===== config.mk =====
export PLATFORM = sky130hd
export DESIGN_NAME = io_output_bank
export DESIGN_NICKNAME = d
export VERILOG_FILES = /design/src/rtl/io_output_bank_pkg.sv /design/src/rtl/io_output_bank_pulse_port.sv /design/src/rtl/io_output_bank.sv
export SDC_FILE = /design/constraint.sdc
export NUM_CORES = 1
export LEC_CHECK = 0
export BUFFER_PORTS_ARGS = -buffer_cell sky130_fd_sc_hd__buf_2
export CORE_MARGIN = 3
export CORE_UTILIZATION = 30
export DETAILED_ROUTE_END_ITERATION = 6
export GPL_ROUTABILITY_DRIVEN = 0
export MAX_ROUTING_LAYER = met4
export SLEW_MARGIN = 20
export SYNTH_ARGS = -nofsm -noshare
export SYNTH_HDL_FRONTEND = slang
export SYNTH_HIERARCHICAL = 1
export SYNTH_SLANG_ARGS = --single-unit

===== constraint.sdc =====
create_clock -name io_clk -period 6.6 [get_ports io_clk]
set_input_delay 1.32 -clock io_clk [delete_from_list [all_inputs] [get_ports io_clk]]
set_output_delay 1.32 -clock io_clk [all_outputs]
set_load 0.02 [all_outputs]

===== src/rtl/io_output_bank_pkg.sv =====
// Shared definitions for the memory-mapped output-port bank: write-op aliases and timer sizing.
package io_output_bank_pkg;

  localparam int unsigned ADDR_W = 32;
  localparam int unsigned OP_W   = 2;

  // Address alias selecting what a write does to the addressed port
  typedef enum logic [OP_W-1:0] {
    OP_WRITE = 2'b00,
    OP_SET   = 2'b01,
    OP_CLEAR = 2'b10,
    OP_PULSE = 2'b11
  } op_e;

  // Pulse down-counter width: holds PULSE_LEN-1, never narrower than one bit
  function automatic int unsigned cnt_bits(input int unsigned len);
    return (len <= 2) ? 1 : $clog2(len);
  endfunction

endpackage


===== src/rtl/io_output_bank_pulse_port.sv =====
// One output port: data register plus pulse mask, down-counter and busy flag.
module io_output_bank_pulse_port
  import io_output_bank_pkg::*;
#(
  parameter int unsigned WIDTH     = 32,
  parameter int unsigned PULSE_LEN = 8
) (
  input  logic             io_clk,
  input  logic             clr,
  input  logic             we,
  input  op_e              op,
  input  logic [WIDTH-1:0] data,
  output logic [WIDTH-1:0] port_q,
  output logic             busy_q
);

  localparam int unsigned     CNT_W    = cnt_bits(PULSE_LEN);
  localparam logic [CNT_W-1:0] CNT_LOAD = CNT_W'(PULSE_LEN - 1);

  logic [WIDTH-1:0] mask_q;
  logic [CNT_W-1:0] cnt_q;
  logic [WIDTH-1:0] port_d;
  logic [WIDTH-1:0] mask_d;
  logic [CNT_W-1:0] cnt_d;
  logic             busy_d;
  logic             expire;

  always_ff @(posedge io_clk or posedge clr) begin
    if (clr) begin
      port_q <= '0;
      mask_q <= '0;
      cnt_q  <= '0;
      busy_q <= 1'b0;
    end else begin
      port_q <= port_d;
      mask_q <= mask_d;
      cnt_q  <= cnt_d;
      busy_q <= busy_d;
    end
  end

  // Expiry is resolved first so a same-cycle op acts on the post-expiry value
  always_comb begin
    expire = busy_q && (cnt_q == '0);
    port_d = port_q;
    mask_d = mask_q;
    cnt_d  = cnt_q;
    busy_d = busy_q;

    if (expire) begin
      port_d = port_q & ~mask_q;
      mask_d = '0;
      busy_d = 1'b0;
    end else if (busy_q) begin
      cnt_d = cnt_q - CNT_W'(1);
    end

    if (we) begin
      unique case (op)
        OP_WRITE: begin
          port_d = data;
          mask_d = '0;
          cnt_d  = '0;
          busy_d = 1'b0;
        end
        OP_SET:   port_d = port_d | data;
        OP_CLEAR: port_d = port_d & ~data;
        OP_PULSE: begin
          port_d = port_d | data;
          mask_d = mask_d | data;
          cnt_d  = CNT_LOAD;
          busy_d = 1'b1;
        end
      endcase
    end
  end

endmodule


===== src/rtl/io_output_bank.sv =====
// Memory-mapped output-port bank: address decode, per-port write strobes and combinational read-back.
module io_output_bank
  import io_output_bank_pkg::*;
#(
  parameter int unsigned        WIDTH     = 32,
  parameter int unsigned        IDX_BITS  = 2,
  parameter int unsigned        NUM_PORTS = 4,
  parameter int unsigned        DEC_BITS  = 8,
  parameter logic [ADDR_W-1:0]  BASE_ADDR = 32'h80,
  parameter int unsigned        PULSE_LEN = 8
) (
  input  logic                       io_clk,
  input  logic                       clr,
  input  logic [ADDR_W-1:0]          addr,
  input  logic [WIDTH-1:0]           datain,
  input  logic                       write_io_enable,
  output logic [NUM_PORTS*WIDTH-1:0] out_port,
  output logic [WIDTH-1:0]           read_data,
  output logic [NUM_PORTS-1:0]       pulse_busy
);

  localparam int unsigned SEL_LO = IDX_BITS + 4;
  localparam int unsigned SEL_W  = DEC_BITS - SEL_LO;
  localparam logic [SEL_W-1:0] BASE_SEL = BASE_ADDR[DEC_BITS-1:SEL_LO];

  logic                hit;
  logic [OP_W-1:0]     op_bits;
  logic [IDX_BITS-1:0] idx;
  logic [WIDTH-1:0]    port_q [NUM_PORTS];

  // Upper address bits alias the region and byte-lane bits are don't-care
  logic [ADDR_W-DEC_BITS+1:0] unused_addr;
  assign unused_addr = {addr[ADDR_W-1:DEC_BITS], addr[1:0]};

  assign hit     = (addr[DEC_BITS-1:SEL_LO] == BASE_SEL);
  assign op_bits = addr[IDX_BITS+3:IDX_BITS+2];
  assign idx     = addr[IDX_BITS+1:2];

  for (genvar i = 0; i < NUM_PORTS; i++) begin : g_port
    logic we_i;
    assign we_i = write_io_enable && hit && (idx == IDX_BITS'(i));

    io_output_bank_pulse_port #(
      .WIDTH     (WIDTH),
      .PULSE_LEN (PULSE_LEN)
    ) u_port (
      .io_clk (io_clk),
      .clr    (clr),
      .we     (we_i),
      .op     (op_e'(op_bits)),
      .data   (datain),
      .port_q (port_q[i]),
      .busy_q (pulse_busy[i])
    );

    assign out_port[i*WIDTH +: WIDTH] = port_q[i];
  end

  // Unimplemented indices and misses read back as zero
  always_comb begin
    read_data = '0;
    for (int i = 0; i < NUM_PORTS; i++) begin
      if (hit && (idx == IDX_BITS'(i))) read_data = port_q[i];
    end
  end

endmodule

==> results of run 1 <==
==> cell usage after synthesis (all sizes together) <==
master / n
dfrtp: 272
inv: 150
nand2: 148
nor2: 136
a21oi: 132
nor2b: 132
a22oi: 128
o21ai: 128
o32ai: 124
buf: 115
mux2i: 64
o22ai: 32
clkbuf: 24
ha: 24
nand2b: 12
nand3b: 10
a211oi: 8
a311oi: 4
nand3: 4
nand4: 4
nor3: 4
nor3b: 4
o31a: 4
o31ai: 4
or2: 4
or3b: 1
==> worst max path at each step <==
stage / startpoint / end / slack, ns / depth (start not counted)
after floorplan: addr[3] / read_data[30] / 3.06 / 5
after global placement: addr[6] / read_data[15] / 1.95 / 5
after detailed placement: addr[6] / read_data[15] / 1.90 / 5
after CTS: addr[6] / read_data[15] / 1.90 / 5
after global routing: addr[3] / read_data[27] / 2.00 / 5
final: addr[3] / read_data[27] / 2.01 / 5
==> where the power goes <==
part	total, mW	switching [mW]	internal [mW]
combinational	1.99	1.25	0.739
sequential	2.68	0.469	2.21
clock	1.62	0.698	0.924
total	6.29	2.42	3.87
==> registers in the layout, summed over array words and instances, names as in the netlist <==
name                  flops
g_port.u_port/mask_q    128
g_port.u_port/port_q    128
g_port.u_port/cnt_q      12
g_port.u_port/busy_q      4
==> cell families (layout without fill, tap and decap cells) <==
| logic type | count (synthesis) | after routing |
|---|---|---|
| and+or+nand+nor | 459 | 459 |
| adders and majority gates | 24 | 24 |
| DFF | 272 | 272 |
| other | 0 | 3 |
| muxes | 64 | 64 |
| AOI/OAI and AO/OA | 564 | 564 |
| buffers and inverters | 289 | 438 |
==> layout make-up <==
type | instances | area, sq um | share of cell area
antenna | 3 | 7.507 | 0.0004135
clock buffer | 40 | 837.1 | 0.04610
clock inverter | 13 | 100.1 | 0.005513
inverter | 150 | 563.0 | 0.03101
multi-input combinational | 1111 | 7731 | 0.4258
sequential | 272 | 6807 | 0.3749
tap | 680 | 850.8 | 0.04686
timing repair buffer | 235 | 1260 | 0.06940
==> routing by layer <==
layer  up-vias  GRT usage  wire length [microns]  part of all wire
met3        54    0.03238                   3995             0.076
met5         -          -                      0                 0
met4         0    0.03280                    928             0.018
met2       520     0.2956                  24530              0.47
li1       6162          -                      -                 -
met1      6792     0.2578                  23190              0.44
==> critical path, delay by kind of cell <==
kind / cells / cell delay, ns
AOI/OAI and AO/OA: 1 / 0.13
buffers and inverters: 3 / 1.32
muxes: 1 / 0.40
==> qor.txt, run 1 <==
Die Wd = 236.5 microns
synth top area cells = dfrtp_1 43%, o32ai_2 8.6%, a22oi_1 6.0%
Root Buffer = clkbuf_16
final instance area = 0.01816 sq mm
CORE AREA = 0.05192 sq mm
number of nets in the layout = 1890
share of layout cells above drive strength 1 = 0.2323
CP startpoint kind = input port
Reg2Reg Depth = 6
hold path depth = 2
skew final = 0.005873 ns
total congestion overflow = 0
Post-CTS Resized = 0
dpl ws = 1.901 ns
total power = 6.289 mW
Core Util, Final = 0.3497
XOR/XNOR Fraction of Synth Area = 0
I/O Buffers = 204
clk buf depth = 3
Non-Filler Instances = 2504
LEAKAGE = 7.561 nW
worst path cell trace = buf_4 -> buf_4 -> mux2i_1 -> o22ai_2 -> buf_2
Synth Register Bits = 272
global-route wire length before repair = 80.84 mm
PwrDens = 346.4 mW/mm^2
Routed Antenna Nets = 0
R2R Path End = g_port[0].u_port/port_q[14]$_DFF_PP0_
Fin. Hold Viols = 0
most frequent cells in the layout = 272 x dfrtp_1, 203 x buf_2, 148 x nand2_1, 146 x inv_1
Final Critical Period = 4.587 ns
# fillers = 5315
warnings from Yosys = 6
Reg2Reg Launch Point = g_port[0].u_port/cnt_q[0]$_DFF_PP0_
largest net degree at the start of global routing = 69
largest family of logic cells by synthesized area = compound AO/OA/AOI/OAI gates
period utilisation layout = 0.6950
Slew @ Worst Pin = 1.037 ns
Worst Hold Endpoint = g_port[0].u_port/mask_q[4]$_DFF_PP0_
initial drt markers = 1296
Synth area leader = dfrtp_1
# Post-CTS Setup Buffers = 0
Mapped Nets = 1763
TritonCTS Sinks = 272
Hold WC Path Type = reg2reg
Setup CP Type = in2out
flop-to-flop setup slack = 4.78 ns
Crit path largest cell delay = 0.67 ns
Total Wirelength = 52.65 mm
Worst Path Max Fanout = 47
Max Cap Viol = 0
Worst Setup End Kind = output port
critical path's slowest cell = buf_4
number of global-route vias before repair = 13.03k
CTS Buf Count = 29
status = completed
CP most frequent cell = buf_4
placed cell count = 2447
Area Growth Syn to Fin = 13.95%
initial core utilization = 0.3069
Distinct cells, synth = 34
Skew-Pair Late Insertion Delay = 0.55 ns
Max Slew Vio Count = 0
FMAX = 218.0 MHz
Placed Area = 0.01718 sq mm
post-synthesis mux area share = 0.04020
worst path arrival time = 3.27 ns
Pre-antenna DRT Iters = 5
syn avg cell area = 9.530 sq um
Ports = 231
Min Hold Slack = 0.5348 ns
initial antenna violation count = 3
Clk pin slew, worst setup/hold paths = 0.06 ns
post-synthesis cell count = 1672
setup tns final = 0 ns
DR WL/cell = 21.03 microns
# setup viols final = 0
post-synth top area share = 0.4272
DR vias = 13.53k
Final WS setup = 2.013 ns
RSZ-0062 raised after global routing = no
max_slew headroom = 0.3068
simple-gate share of the synthesized area = 0.1378
Worst Hold Launch = g_port[0].u_port/mask_q[4]$_DFF_PP0_
CTS tree = built
sequential share of the synthesized area = 0.4272
H-tree depth = 1
leading cell type in the layout, fill and taps excluded = dfrtp_1
VDD IR max = 172.7 uV
total track usage = 0.1878
chip height = 236.5 microns
Hold-fix buffers, CTS = 0
Critical Path RT = 5.28 ns
mapped cell area = 0.01593 sq mm
Post-Synth Adder-Cell Area = 0.01885
# rows = 83
Die ar. = 0.05592 sq mm
vias per std cell = 5.403
post-synthesis compound-gate area fraction = 0.2841
dpl hpwl = 35.32 mm
DRC = 0
No activity file was read; power rests on OpenSTA's default activity.
==> run 2, diff against run 1 <==
clock period = 4 ns   (was 6.6 ns; I/O delays follow)
==> run 2 against run 1 <==
  * Cell count up 0.52%
  * Core utilization increased by 0.46 points
  * Die area is the same
  * Critical path depth unchanged
  * Sequential share of layout area decreased by 0.49 points
  * Largest power group unchanged
  * First-iteration DRC count down 19%
  * Total power increased by 70%
  * Final area increased by 1.3%
  * Global-route usage fell by 0.51 points
  * Via count up 0.21%
  * Non-clock buffer count up 17
==> qor.txt, run 2 (synthesis gave the netlist of run 1 again) <==
CP most frequent cell = buf_4
Critical Path RT = 3.20 ns (-2.08 ns)
PwrDens = 582.3 mW/mm^2 (+68%)
skew final = 0.008909 ns (+0.003036 ns)
Ports = 231 (unchanged)
Worst Path Max Fanout = 36 (-23%)
register area = 0.006807 sq mm (unchanged)
share of layout cells above drive strength 1 = 0.2375 (+0.005183)
initial core utilization = 0.3069 (unchanged)
DR vias = 13.56k (+0.21%)
period utilisation layout = 0.8006
# setup viols final = 0 (unchanged)
Multi-input gate area = 0.007696 sq mm (-0.45%)
DRC = 0 (unchanged)
Final Critical Period = 3.202 ns
Area Growth Syn to Fin = 15.45%
initial drt markers = 1055 (-19%)
Worst Setup End Kind = output port
most frequent cells in the layout = 272 x dfrtp_1, 203 x buf_2, 148 x nand2_1, 146 x inv_1
WL met2 = 23.79 mm (-3.0%)
leading cell type in the layout, fill and taps excluded = dfrtp_1
Reg2Reg Launch Point = g_port[0].u_port/cnt_q[0]$_DFF_PP0_
Max Slew Vio Count = 0 (unchanged)
Met3 Wirelength = 3.535 mm (-12%)
global-route wire length before repair = 79.18 mm (-2.1%)
Total Wirelength = 51.70 mm (-1.8%)
dpl ws = 0.6464 ns (-1.254 ns)
CORE AREA = 0.05192 sq mm (unchanged)
Skew-Pair Late Insertion Delay = 0.56 ns (about the same)
Slew @ Worst Pin = 1.115 ns (+0.07769 ns)
VDD IR max = 347.5 uV (+100%)
M1 wire length = 23.43 mm (+1.0%)
Worst Setup SP = addr[3]
total congestion overflow = 0 (unchanged)
CP startpoint kind = input port
FMAX = 312.3 MHz
# fillers = 5307 (-0.15%)
worst path arrival time = 2.40 ns (-0.87 ns)
Clk pin slew, worst setup/hold paths = 0.06 ns (about the same)
vias per std cell = 5.386 (-0.31%)
Die ar. = 0.05592 sq mm (unchanged)
TritonCTS Sinks = 272 (unchanged)
Hold-fix buffers, CTS = 0 (unchanged)
I/O Buffers = 204 (unchanged)
number of nets in the layout = 1907 (+0.90%)
Setup CP Type = in2out
Final WS setup = 0.7976 ns (-1.215 ns)
dpl hpwl = 36.15 mm (+2.3%)
# Post-CTS Setup Buffers = 0 (unchanged)
total track usage = 0.1827 (-0.005110)
Max Cap Viol = 0 (unchanged)
Fin. Hold Viols = 0 (unchanged)
setup tns final = 0 ns (unchanged)
initial antenna violation count = 1 (-2)
DR WL/cell = 20.54 microns (-2.3%)
chip height = 236.5 microns (unchanged)
RSZ-0062 raised after global routing = no
Crit path largest cell delay = 0.53 ns (-0.14 ns)
clk buf depth = 3 (unchanged)
critical path's slowest cell = buf_4
Die Wd = 236.5 microns (unchanged)
number of global-route vias before repair = 12.91k (-0.91%)
biggest regs = g_port.u_port/mask_q: 128 flops, g_port.u_port/port_q: 128 flops, g_port.u_port/cnt_q: 12 flops
H-tree depth = 1 (unchanged)
total power = 10.71 mW (+70%)
worst path cell trace = buf_4 -> buf_4 -> mux2i_1 -> o22ai_2 -> buf_2
max_slew headroom = 0.2566 (-0.05015)
Pre-antenna DRT Iters = 6 (+1)
LEAKAGE = 7.712 nW (+2.0%)
Routed Antenna Nets = 0 (unchanged)
CTS tree = built
max layer used = met4
Hold WC Path Type = in2async
# rows = 83 (unchanged)
Root Buffer = clkbuf_16
CTS Buf Count = 29 (unchanged)
largest net degree at the start of global routing = 69 (unchanged)
Post-CTS Resized = 0 (unchanged)
status = completed
==> run 2: cell count changes in the layout (fill, tap and decap cells not counted), sizes merged <==
| cell | before | now |
|---|---|---|
| diode | 3 | 1 |
| clkinvlp | 1 | 2 |
| clkinv | 11 | 5 |
| clkbuf | 40 | 37 |
| buf | 235 | 252 |
| bufinv | 1 | 7 |
==> run 2: routing by layer <==
layer | vias to the layer above | global-route usage
li1 | 6187 | -
met1 | 6817 | 0.2580
met2 | 502 | 0.2796
met3 | 50 | 0.02970
met4 | 0 | 0.03299
met5 | - | -
==> run 2: path summary, 6_finish.rpt <==
kind,endpoint,slack [ns],cells after the start
min in group io_clk,g_port[1].u_port/mask_q[19]$_DFF_PP0_,0.54,2
min,g_port[0].u_port/port_q[29]$_DFF_PP0_,0.42,2
max,read_data[8],0.80,5
max reg2reg,g_port[0].u_port/mask_q[7]$_DFF_PP0_,1.95,6
min reg2reg,g_port[1].u_port/mask_q[19]$_DFF_PP0_,0.54,2
max in group asynchronous,g_port[0].u_port/port_q[5]$_DFF_PP0_,2.46,4
==> run 2: final cells by class <==
cell class                      count  share of cell area
Timing Repair Buffer              252             0.07726
Clock buffer                       37             0.04380
Tap cell                          680             0.04625
Multi-Input combinational cell   1111              0.4183
Inverter                          150             0.03061
Clock inverter                     14             0.01360
Antenna cell                        1           0.0001360
Sequential cell                   272              0.3700
==> run 2: critical path: cells and delay by family <==
family / cells / cell delay, ns
AOI/OAI and AO/OA: 1 / 0.13
buffers and inverters: 3 / 1.06
muxes: 1 / 0.37
==> run 2: report_power, final <==
group	internal (mW)	total, mW	leakage (nW)	switching (mW)
Clock	1.86	3.02	0.516	1.16
Combinational	1.22	3.25	3.92	2.02
Sequential	3.65	4.45	3.28	0.799
Total	6.73	10.7	7.71	3.98
==> run 2: stage by stage <==
stage                     hold WS (ns)  instances    util  instance area, sq um
after floorplan                 0.5029       1672       -                 15930
after global placement          0.5191       2464  0.3335                 17320
after detailed placement        0.5281       2464  0.3335                 17320
after CTS                       0.4147       2515  0.3538                 18370
after global routing            0.4553       2517  0.3543                 18400
final                           0.4161       2517  0.3543                 18400
==> run 3, diff against run 2 <==
clock period = 2.9 ns   (was 4 ns; I/O delays follow)
==> run 3 against run 2 <==
  * Core utilization grew 0.11 points
  * Total power grew 34%
  * Sequential power grew 38%
  * First-iteration DRC count grew 6.4%
  * Worst hold slack lost 0.27 ns
  * Via count shrank 0.52%
  * Die area is the same
  * Clock power grew 21%
  * Largest cell class unchanged
  * Largest power group unchanged
  * Highest routed layer unchanged
==> qor.txt, run 3 (synthesis gave the netlist of run 1 again) <==
total power = 14.32 mW (+34%)
PwrDens = 775.9 mW/mm^2 (+33%)
Routed Antenna Nets = 0 (unchanged)
# fillers = 5303 (-0.075%)
Total Wirelength = 51.99 mm (+0.56%)
Die ar. = 0.05592 sq mm (unchanged)
H-tree depth = 1 (unchanged)
max_slew headroom = 0.4955 (+0.2388)
# setup viols final = 0 (unchanged)
Pre-antenna DRT Iters = 5 (-1)
Die Wd = 236.5 microns (unchanged)
Worst Setup End Kind = output port
number of nets in the layout = 1918 (+0.58%)
biggest regs = g_port.u_port/mask_q: 128 flops, g_port.u_port/port_q: 128 flops, g_port.u_port/cnt_q: 12 flops
DR vias = 13.49k (-0.52%)
initial antenna violation count = 2 (+1)
DRC = 0 (unchanged)
I/O Buffers = 204 (unchanged)
global-route wire length before repair = 79.06 mm (-0.15%)
CP most frequent cell = buf_2
Worst Path Max Fanout = 32 (-11%)
Reg2Reg Depth = 6 (unchanged)
clk buf depth = 3 (unchanged)
Slew @ Worst Pin = 0.7568 ns (-0.3582 ns)
LEAKAGE = 7.738 nW (+0.33%)
Critical Path RT = 2.32 ns (-0.88 ns)
# Post-CTS Setup Buffers = 0 (unchanged)
Core Util, Final = 0.3553 (+0.001060)
Setup CP Type = in2out
Fin. Hold Viols = 0 (unchanged)
worst path arrival time = 1.95 ns (-0.45 ns)
CORE AREA = 0.05192 sq mm (unchanged)
worst path cell trace = buf_2 -> or3b_2 -> buf_12 -> o22ai_2 -> buf_2
total congestion overflow = 0 (unchanged)
vias per std cell = 5.326 (-1.1%)
Multi-input gate area = 0.007704 sq mm (about the same)
Max Cap Viol = 0 (unchanged)
initial core utilization = 0.3069 (unchanged)
chip height = 236.5 microns (unchanged)
# rows = 83 (unchanged)
Reg2Reg Launch Point = g_port[3].u_port/cnt_q[0]$_DFF_PP0_
leading cell type in the layout, fill and taps excluded = dfrtp_1
R2R Path End = g_port[3].u_port/port_q[9]$_DFF_PP0_
FMAX = 395.3 MHz
Post-CTS Resized = 0 (unchanged)
Ports = 231 (unchanged)
Hold-fix buffers, CTS = 0 (unchanged)
Hold WC Path Type = in2async
dpl hpwl = 36.55 mm (+1.1%)
WP buf/inv = 3 (unchanged)
Crit path largest cell delay = 0.49 ns (-0.04 ns)
Root Buffer = clkbuf_16
Min Hold Slack = 0.1413 ns (-0.2748 ns)
CTS tree = built
RSZ-0062 raised after global routing = no
status = completed
Clk pin slew, worst setup/hold paths = 0.06 ns (about the same)
skew final = 0.01330 ns (+0.004393 ns)
register area = 0.006807 sq mm (unchanged)
total track usage = 0.1828 (about the same)
Final Critical Period = 2.529 ns
TritonCTS Sinks = 272 (unchanged)
Skew-Pair Late Insertion Delay = 0.56 ns (about the same)
critical path's slowest cell = or3b_2
largest net degree at the start of global routing = 69 (unchanged)
setup tns final = 0 ns (unchanged)
initial drt markers = 1123 (+6.4%)
Max Slew Vio Count = 0 (unchanged)
family with the most delay on the worst path = buffers and inverters
flop-to-flop setup slack = 0.86 ns (-1.09 ns)
period utilisation layout = 0.8722
CTS Buf Count = 29 (unchanged)
share of layout cells above drive strength 1 = 0.2423 (+0.004820)
number of global-route vias before repair = 12.87k (-0.31%)
most frequent cells in the layout = 272 x dfrtp_1, 203 x buf_2, 148 x nand2_1, 146 x inv_1
VDD IR max = 472.4 uV (+36%)
CP startpoint kind = input port
Area Growth Syn to Fin = 15.80%
DR WL/cell = 20.53 microns (about the same)
run 3: where the power goes:
part / switching [mW] / leakage [nW] / internal, mW
Combinational: 2.82 / 4.00 / 1.70
Sequential: 1.10 / 3.28 / 5.03
Clock: 1.59 / 0.461 / 2.07
run 3: worst max-delay path by stage:
stage | startpoint | endpoint | slack (ns) | cells after the start
floorplan | clr | g_port[0].u_port/busy_q$_DFF_PP0_ | 0.61 | 1
global placement | addr[3] | g_port[3].u_port/mask_q[0]$_DFF_PP0_ | 0.28 | 7
detailed placement | addr[3] | g_port[3].u_port/mask_q[17]$_DFF_PP0_ | 0.22 | 7
CTS | addr[2] | read_data[17] | 0.42 | 5
global route | addr[3] | read_data[30] | 0.35 | 5
finish | addr[2] | read_data[18] | 0.37 | 5
run 3: metrics by stage:
| step | setup slack, ns | cell area, sq um | instances |
|---|---|---|---|
| final | 0.3705 | 18450 | 2532 |
| after global routing | 0.3472 | 18450 | 2531 |
| after CTS | 0.4185 | 18430 | 2529 |
| after detailed placement | 0.2154 | 17510 | 2476 |
| after global placement | 0.2756 | 17510 | 2476 |
| after floorplan | 0.6085 | 15930 | 1672 |
run 3: tightest hold or removal path: stages:
cell    delay (ns)
buf_2         0.15
inv_2         0.08
buf_12        0.29
run 3: area by class of cell:
| class | count | area share |
|---|---|---|
| diodes | 3 | 0.0004069 |
| clock buffers | 45 | 0.04747 |
| clock inverters | 8 | 0.002848 |
| inverters | 150 | 0.03051 |
| multi-input cells | 1111 | 0.4175 |
| flip-flops and latches | 272 | 0.3689 |
| well taps | 680 | 0.04611 |
| repair buffers | 263 | 0.08626 |
run 3: layer usage:
metal | part of all wire | global-route usage | vias to the layer above
met5 | 0 | - | -
met4 | 0.017 | 0.03115 | 0
met3 | 0.070 | 0.03401 | 63
met2 | 0.46 | 0.2813 | 484
met1 | 0.46 | 0.2552 | 6711
li1 | - | - | 6227
